<file path="src/rtl/key_encoder.sv">
// PS/2 Set-2 scancode to game key-code encoder: make/break parser, held-key bitmap, key-press pulse.
// Define KEY_ENCODER_ARROW_KEYS_EN to map the E0-prefixed arrow keys onto the WASD keys.
module key_encoder #(
    parameter int HOLD_FALLBACK = 1
) (
    input  logic       clk,
    input  logic       reset_n,
    input  logic [7:0] scancode,
    input  logic       scancodeValid,
    output logic [3:0] keyboard,
    output logic       keyPress,
    output logic [4:0] heldMask,
    output logic       seqError
);

    typedef enum logic [1:0] {
        S_IDLE   = 2'd0,
        S_BRK    = 2'd1,
        S_EXT    = 2'd2,
        S_EXTBRK = 2'd3
    } state_t;

    state_t     state_q, state_d;
    logic [4:0] held_q, held_d;
    logic [3:0] kb_q, kb_d;
    logic       kp_q, kp_d;
    logic       err_q, err_d;

    logic       is_f0, is_e0;
    logic       do_make, do_break, ext;
    logic [3:0] key;
    logic [4:0] kmask;

    // Key code 0 means "not a mapped key"; codes 1..5 correspond to heldMask bits 0..4.
    function automatic logic [3:0] map_code(input logic [7:0] code, input logic is_ext);
        logic [3:0] r;
        r = 4'd0;
        if (!is_ext) begin
            case (code)
                8'h1D:   r = 4'd1;
                8'h23:   r = 4'd2;
                8'h1B:   r = 4'd3;
                8'h1C:   r = 4'd4;
                8'h29:   r = 4'd5;
                default: r = 4'd0;
            endcase
        end
`ifdef KEY_ENCODER_ARROW_KEYS_EN
        else begin
            case (code)
                8'h75:   r = 4'd1;
                8'h74:   r = 4'd2;
                8'h72:   r = 4'd3;
                8'h6B:   r = 4'd4;
                default: r = 4'd0;
            endcase
        end
`endif
        return r;
    endfunction

    function automatic logic [3:0] lowest_held(input logic [4:0] m);
        logic [3:0] r;
        r = 4'd0;
        for (int i = 4; i >= 0; i--) begin
            if (m[i]) r = 4'(i + 1);
        end
        return r;
    endfunction

    assign is_f0 = (scancode == 8'hF0);
    assign is_e0 = (scancode == 8'hE0);

    always_comb begin
        state_d  = state_q;
        held_d   = held_q;
        kb_d     = kb_q;
        kp_d     = 1'b0;
        err_d    = err_q;
        do_make  = 1'b0;
        do_break = 1'b0;
        ext      = 1'b0;

        if (scancodeValid) begin
            case (state_q)
                S_IDLE: begin
                    if (is_f0)      state_d = S_BRK;
                    else if (is_e0) state_d = S_EXT;
                    else            do_make = 1'b1;
                end
                S_BRK: begin
                    if (is_f0) begin
                        err_d   = 1'b1;
                        state_d = S_BRK;
                    end else if (is_e0) begin
                        err_d   = 1'b1;
                        state_d = S_EXT;
                    end else begin
                        do_break = 1'b1;
                        state_d  = S_IDLE;
                    end
                end
                S_EXT: begin
                    if (is_f0) begin
                        state_d = S_EXTBRK;
                    end else if (is_e0) begin
                        err_d   = 1'b1;
                        state_d = S_EXT;
                    end else begin
                        do_make = 1'b1;
                        ext     = 1'b1;
                        state_d = S_IDLE;
                    end
                end
                S_EXTBRK: begin
                    if (is_f0) begin
                        err_d   = 1'b1;
                        state_d = S_BRK;
                    end else if (is_e0) begin
                        err_d   = 1'b1;
                        state_d = S_EXT;
                    end else begin
                        do_break = 1'b1;
                        ext      = 1'b1;
                        state_d  = S_IDLE;
                    end
                end
                default: state_d = S_IDLE;
            endcase
        end

        key   = map_code(scancode, ext);
        kmask = (key == 4'd0) ? 5'd0 : 5'(5'b00001 << (key - 4'd1));

        // Typematic repeats re-assert the bit but do not pulse keyPress.
        if (do_make && (kmask != 5'd0)) begin
            held_d = held_q | kmask;
            kb_d   = key;
            kp_d   = ((held_q & kmask) == 5'd0);
        end

        if (do_break && ((held_q & kmask) != 5'd0)) begin
            held_d = held_q & ~kmask;
            if (kb_q == key) begin
                kb_d = (HOLD_FALLBACK != 0) ? lowest_held(held_d) : 4'd0;
            end
        end
    end

    always_ff @(posedge clk or negedge reset_n) begin
        if (!reset_n) begin
            state_q <= S_IDLE;
            held_q  <= 5'd0;
            kb_q    <= 4'd0;
            kp_q    <= 1'b0;
            err_q   <= 1'b0;
        end else begin
            state_q <= state_d;
            held_q  <= held_d;
            kb_q    <= kb_d;
            kp_q    <= kp_d;
            err_q   <= err_d;
        end
    end

    assign keyboard = kb_q;
    assign keyPress = kp_q;
    assign heldMask = held_q;
    assign seqError = err_q;

endmodule

</file>
<file path="config.mk">
export PLATFORM = sky130hd
export DESIGN_NAME = key_encoder
export DESIGN_NICKNAME = d
export VERILOG_FILES = /design/src/rtl/key_encoder.sv
export SDC_FILE = /design/constraint.sdc
export NUM_CORES = 1
export LEC_CHECK = 0
export BUFFER_PORTS_ARGS = -buffer_cell sky130_fd_sc_hd__clkbuf_2
export CAP_MARGIN = 20
export CELL_PAD_IN_SITES_DETAIL_PLACEMENT = 1
export CELL_PAD_IN_SITES_GLOBAL_PLACEMENT = 1
export CORE_MARGIN = 1.5
export CORE_UTILIZATION = 41
export DETAILED_ROUTE_END_ITERATION = 8
export HOLD_SLACK_MARGIN = 0.05
export PLACE_DENSITY_LB_ADDON = 0.1
export RECOVER_POWER = 100
export SYNTH_ARGS = -nofsm -noshare
export SYNTH_HDL_FRONTEND = slang
export SYNTH_SLANG_ARGS = --single-unit
export TNS_END_PERCENT = 5
</file>
<file path="constraint.sdc">
create_clock -name clk -period 4.57 [get_ports clk]
set_clock_uncertainty 0.05 [all_clocks]
set_input_delay 0.914 -clock clk [delete_from_list [all_inputs] [get_ports clk]]
set_output_delay 0.914 -clock clk [all_outputs]
set_load 0.01 [all_outputs]
</file>
==> impl_metrics.json <==
{
  "end_kind": "flop",
  "p_leak_nw": 0.566,
  "ys_types": 56,
  "cp_slowest_cell": "or4b_4",
  "vias_per_cell": 5.91,
  "ys.flop_type": "dfrtp_1",
  "io_buffers": 21,
  "slew_violations": 0,
  "rows": 19,
  "first_pass_iters": 4,
  "cts_buffers": 3,
  "synth_top_family_by_area": "simple AND/OR/NAND/NOR gates",
  "grt_pass1_wl_mm": 5.73,
  "die_w_um": 56.1,
  "grt_max_degree": 14,
  "vias": 1171,
  "cts.sinks": 13,
  "synth.avg_cell_area_um2": 8.83,
  "synth_edf_count": 0,
  "topRoutingLayerUsed": "met4",
  "synth_compound_area_share_pct": 27.2,
  "period_share_pct": 94.4,
  "whs_ps": 431,
  "drt-total-wl_mm": 3.26,
  "crit_top_cell": "clkbuf_1",
  "wl_met1_mm": 1.48,
  "synthAdderAreaFrac_pct": 2.16,
  "grt_setup_unrepaired": "no",
  "syn_nets": 144,
  "cap_violations": 0,
  "dp_hpwl_mm": 2.66,
  "drt_iter0_markers": 38,
  "fin_nets": 181,
  "criticalPathCategory": "input pin to flop",
  "root_buffer": "clkbuf_4",
  "wl_met2_mm": 1.57,
  "required_ps": 4680,
  "peakVddDrop_mv": 0.115,
  "antenna_found_initial": 0,
  "coreArea_um2": 2710,
  "maxSlewHeadroom_pct": 52.3,
  "cts_resized": 0,
  "crit_path_start_kind": "input pin",
  "synthCells": 131,
  "outcome": "completed",
  "max_stage_delay_ps": 500,
  "post_cts_buffers": 0,
  "holdBufCountCts": 0,
  "path_clk_slew_ps": 80,
  "tightest_slew_ps": 715,
  "synth_area_um2": 1160,
  "area_delta_synth_final_pct": 21.4,
  "floorplan.initialDensity_pct": 42.7,
  "finish.utilization_pct": 51.8,
  "diodes": 0,
  "hold_viol": 0,
  "drive_gt1_share_pct": 22.8,
  "ioPinCount": 22,
  "crit_fanout": 5,
  "grt_overflow": 0,
  "ys_ff_latch": 13,
  "fin_crit_ps": 4320,
  "htree_levels": 1,
  "crit_buf_inv": 2,
  "finalSetupViolations": 0,
  "grt_pass1_vias": 1219,
  "place.gp.congestion": 0.829,
  "critPathTopFamily": "simple AND/OR/NAND/NOR gates",
  "synth_mux_area_share_pct": 5.74,
  "ys_async_sr_fraction_pct": 100,
  "synthSimpleGateAreaFrac_pct": 27.9,
  "hp-class": "flop to flop",
  "ys_seq_area_share_pct": 28.1,
  "wl_per_cell_um": 16.5,
  "clock_path_buffers": 2,
  "wl_met3_um": 163,
  "track_usage_pct": 22.8,
  "clock_latency_ps": 270,
  "yosysWarnings": 0,
  "cts_tree": "built",
  "antenna_left": 0,
  "synthXorXnorAreaFrac_pct": 2.27,
  "power.density_nw_per_um2": 157,
  "dieHeight_um": 56.1,
  "cp_cell_sequence": "clkbuf_1 -> or3b_4 -> or2_0 -> and3_1 -> a21o_1 -> ha_2 -> or4b_4 -> o21ai_4 -> or3b_1 -> clkbuf_1 -> o21ai_0 -> a22o_1 -> a21oi_1 -> mux2_1",
  "dieArea_um2": 3150,
  "drc": 0,
  "cp.arrival_ps": 4430,
  "max_freq_mhz": 232
}
-- through the flow --
stage	area (µm²)	worst slack [ps]	setup TNS, ps	power [W]	cells
after floorplan	1190	-112	-112	0.000133	131
after global placement	1400	100	0	0.000148	194
after detailed placement	1400	10.4	0	0.000149	194
after CTS	1430	307	0	0.000224	198
after global routing	1400	84.9	0	0.000231	198
final	1400	254	0	0.000220	198
-- cells in the mapped netlist (3+ instances only) --
cell type | number | share of area (%)
and2_1 | 3 | 1.6
a21oi_1 | 15 | 6.5
or2_2 | 3 | 1.6
inv_1 | 12 | 3.9
dfrtp_1 | 13 | 28
o21ai_0 | 6 | 2.6
nand4_1 | 3 | 1.6
nand2_1 | 7 | 2.3
nor2_1 | 8 | 2.6
mux2i_1 | 4 | 3.5
-- routing by layer --
layer / up-vias / track usage [%]
met5: - / 0
met4: 0 / 7.14
met3: 6 / 3.26
met2: 42 / 38.8
met1: 554 / 29.8
li1: 569 / -
-- power by group --
| group | internal, W | switching (W) | total [W] |
|---|---|---|---|
| combinational | 0.0000130 | 0.0000181 | 0.0000311 |
| clock | 0.0000338 | 0.0000397 | 0.0000735 |
| sequential | 0.000115 | 0.000000143 | 0.000115 |
| total | 0.000162 | 0.0000579 | 0.000220 |
-- logic make-up (layout without fill, tap and decap cells) --
logic type | after synthesis | in the layout
flops | 13 | 13
xor+xnor | 3 | 3
mux | 6 | 6
simple gates | 48 | 48
fa+ha+maj | 2 | 2
compound gates | 43 | 43
buf+inv | 16 | 52
-- placed cells by master (no fill, tap or decap), types with 2 or more instances in the layout --
| cell | synthesis | layout |
|---|---|---|
| mux2i_1 | 4 | 4 |
| o21ai_0 | 6 | 6 |
| o211ai_1 | 2 | 2 |
| inv_1 | 12 | 12 |
| dfrtp_1 | 13 | 13 |
| clkbuf_4 | 0 | 3 |
| nand3_1 | 2 | 2 |
| nand4_1 | 3 | 3 |
| buf_4 | 0 | 14 |
| clkbuf_2 | 0 | 8 |
| nand2_1 | 7 | 7 |
| clkbuf_1 | 1 | 15 |
| a21o_1 | 2 | 2 |
| and4_1 | 2 | 2 |
| or2_2 | 3 | 2 |
| nor2_1 | 8 | 7 |
| nand3b_1 | 2 | 2 |
| and2_1 | 3 | 3 |
| or3b_1 | 2 | 2 |
| a21oi_1 | 15 | 15 |
| and3_1 | 2 | 2 |
| xor2_1 | 2 | 2 |
| nor4bb_1 | 2 | 2 |
-- area by class of cell --
class                      count  area [µm²]
fill                         339        1310
multi-input combinational    102         771
sequential                    13         325
timing repair buffer          36         198
inverter                      12        45.0
tap                           31        38.8
clock buffer                   4        26.3
-- final timing paths --
kind / depth (start not counted) / from / endpoint / slack (ps)
hold reg to reg: 1 / seqError / seqError / 430
min in group asynchronous: 1 / reset_n / state_q[1] / 610
max in group asynchronous: 1 / reset_n / async pin / 3410
setup reg to reg: 11 / state_q[1] / keyboard[1] / 1310
setup / recovery: 14 / scancode[1] / keyboard[1] / 250
hold / removal: 1 / seqError / seqError / 430
No activity file was read; power rests on OpenSTA's default activity.
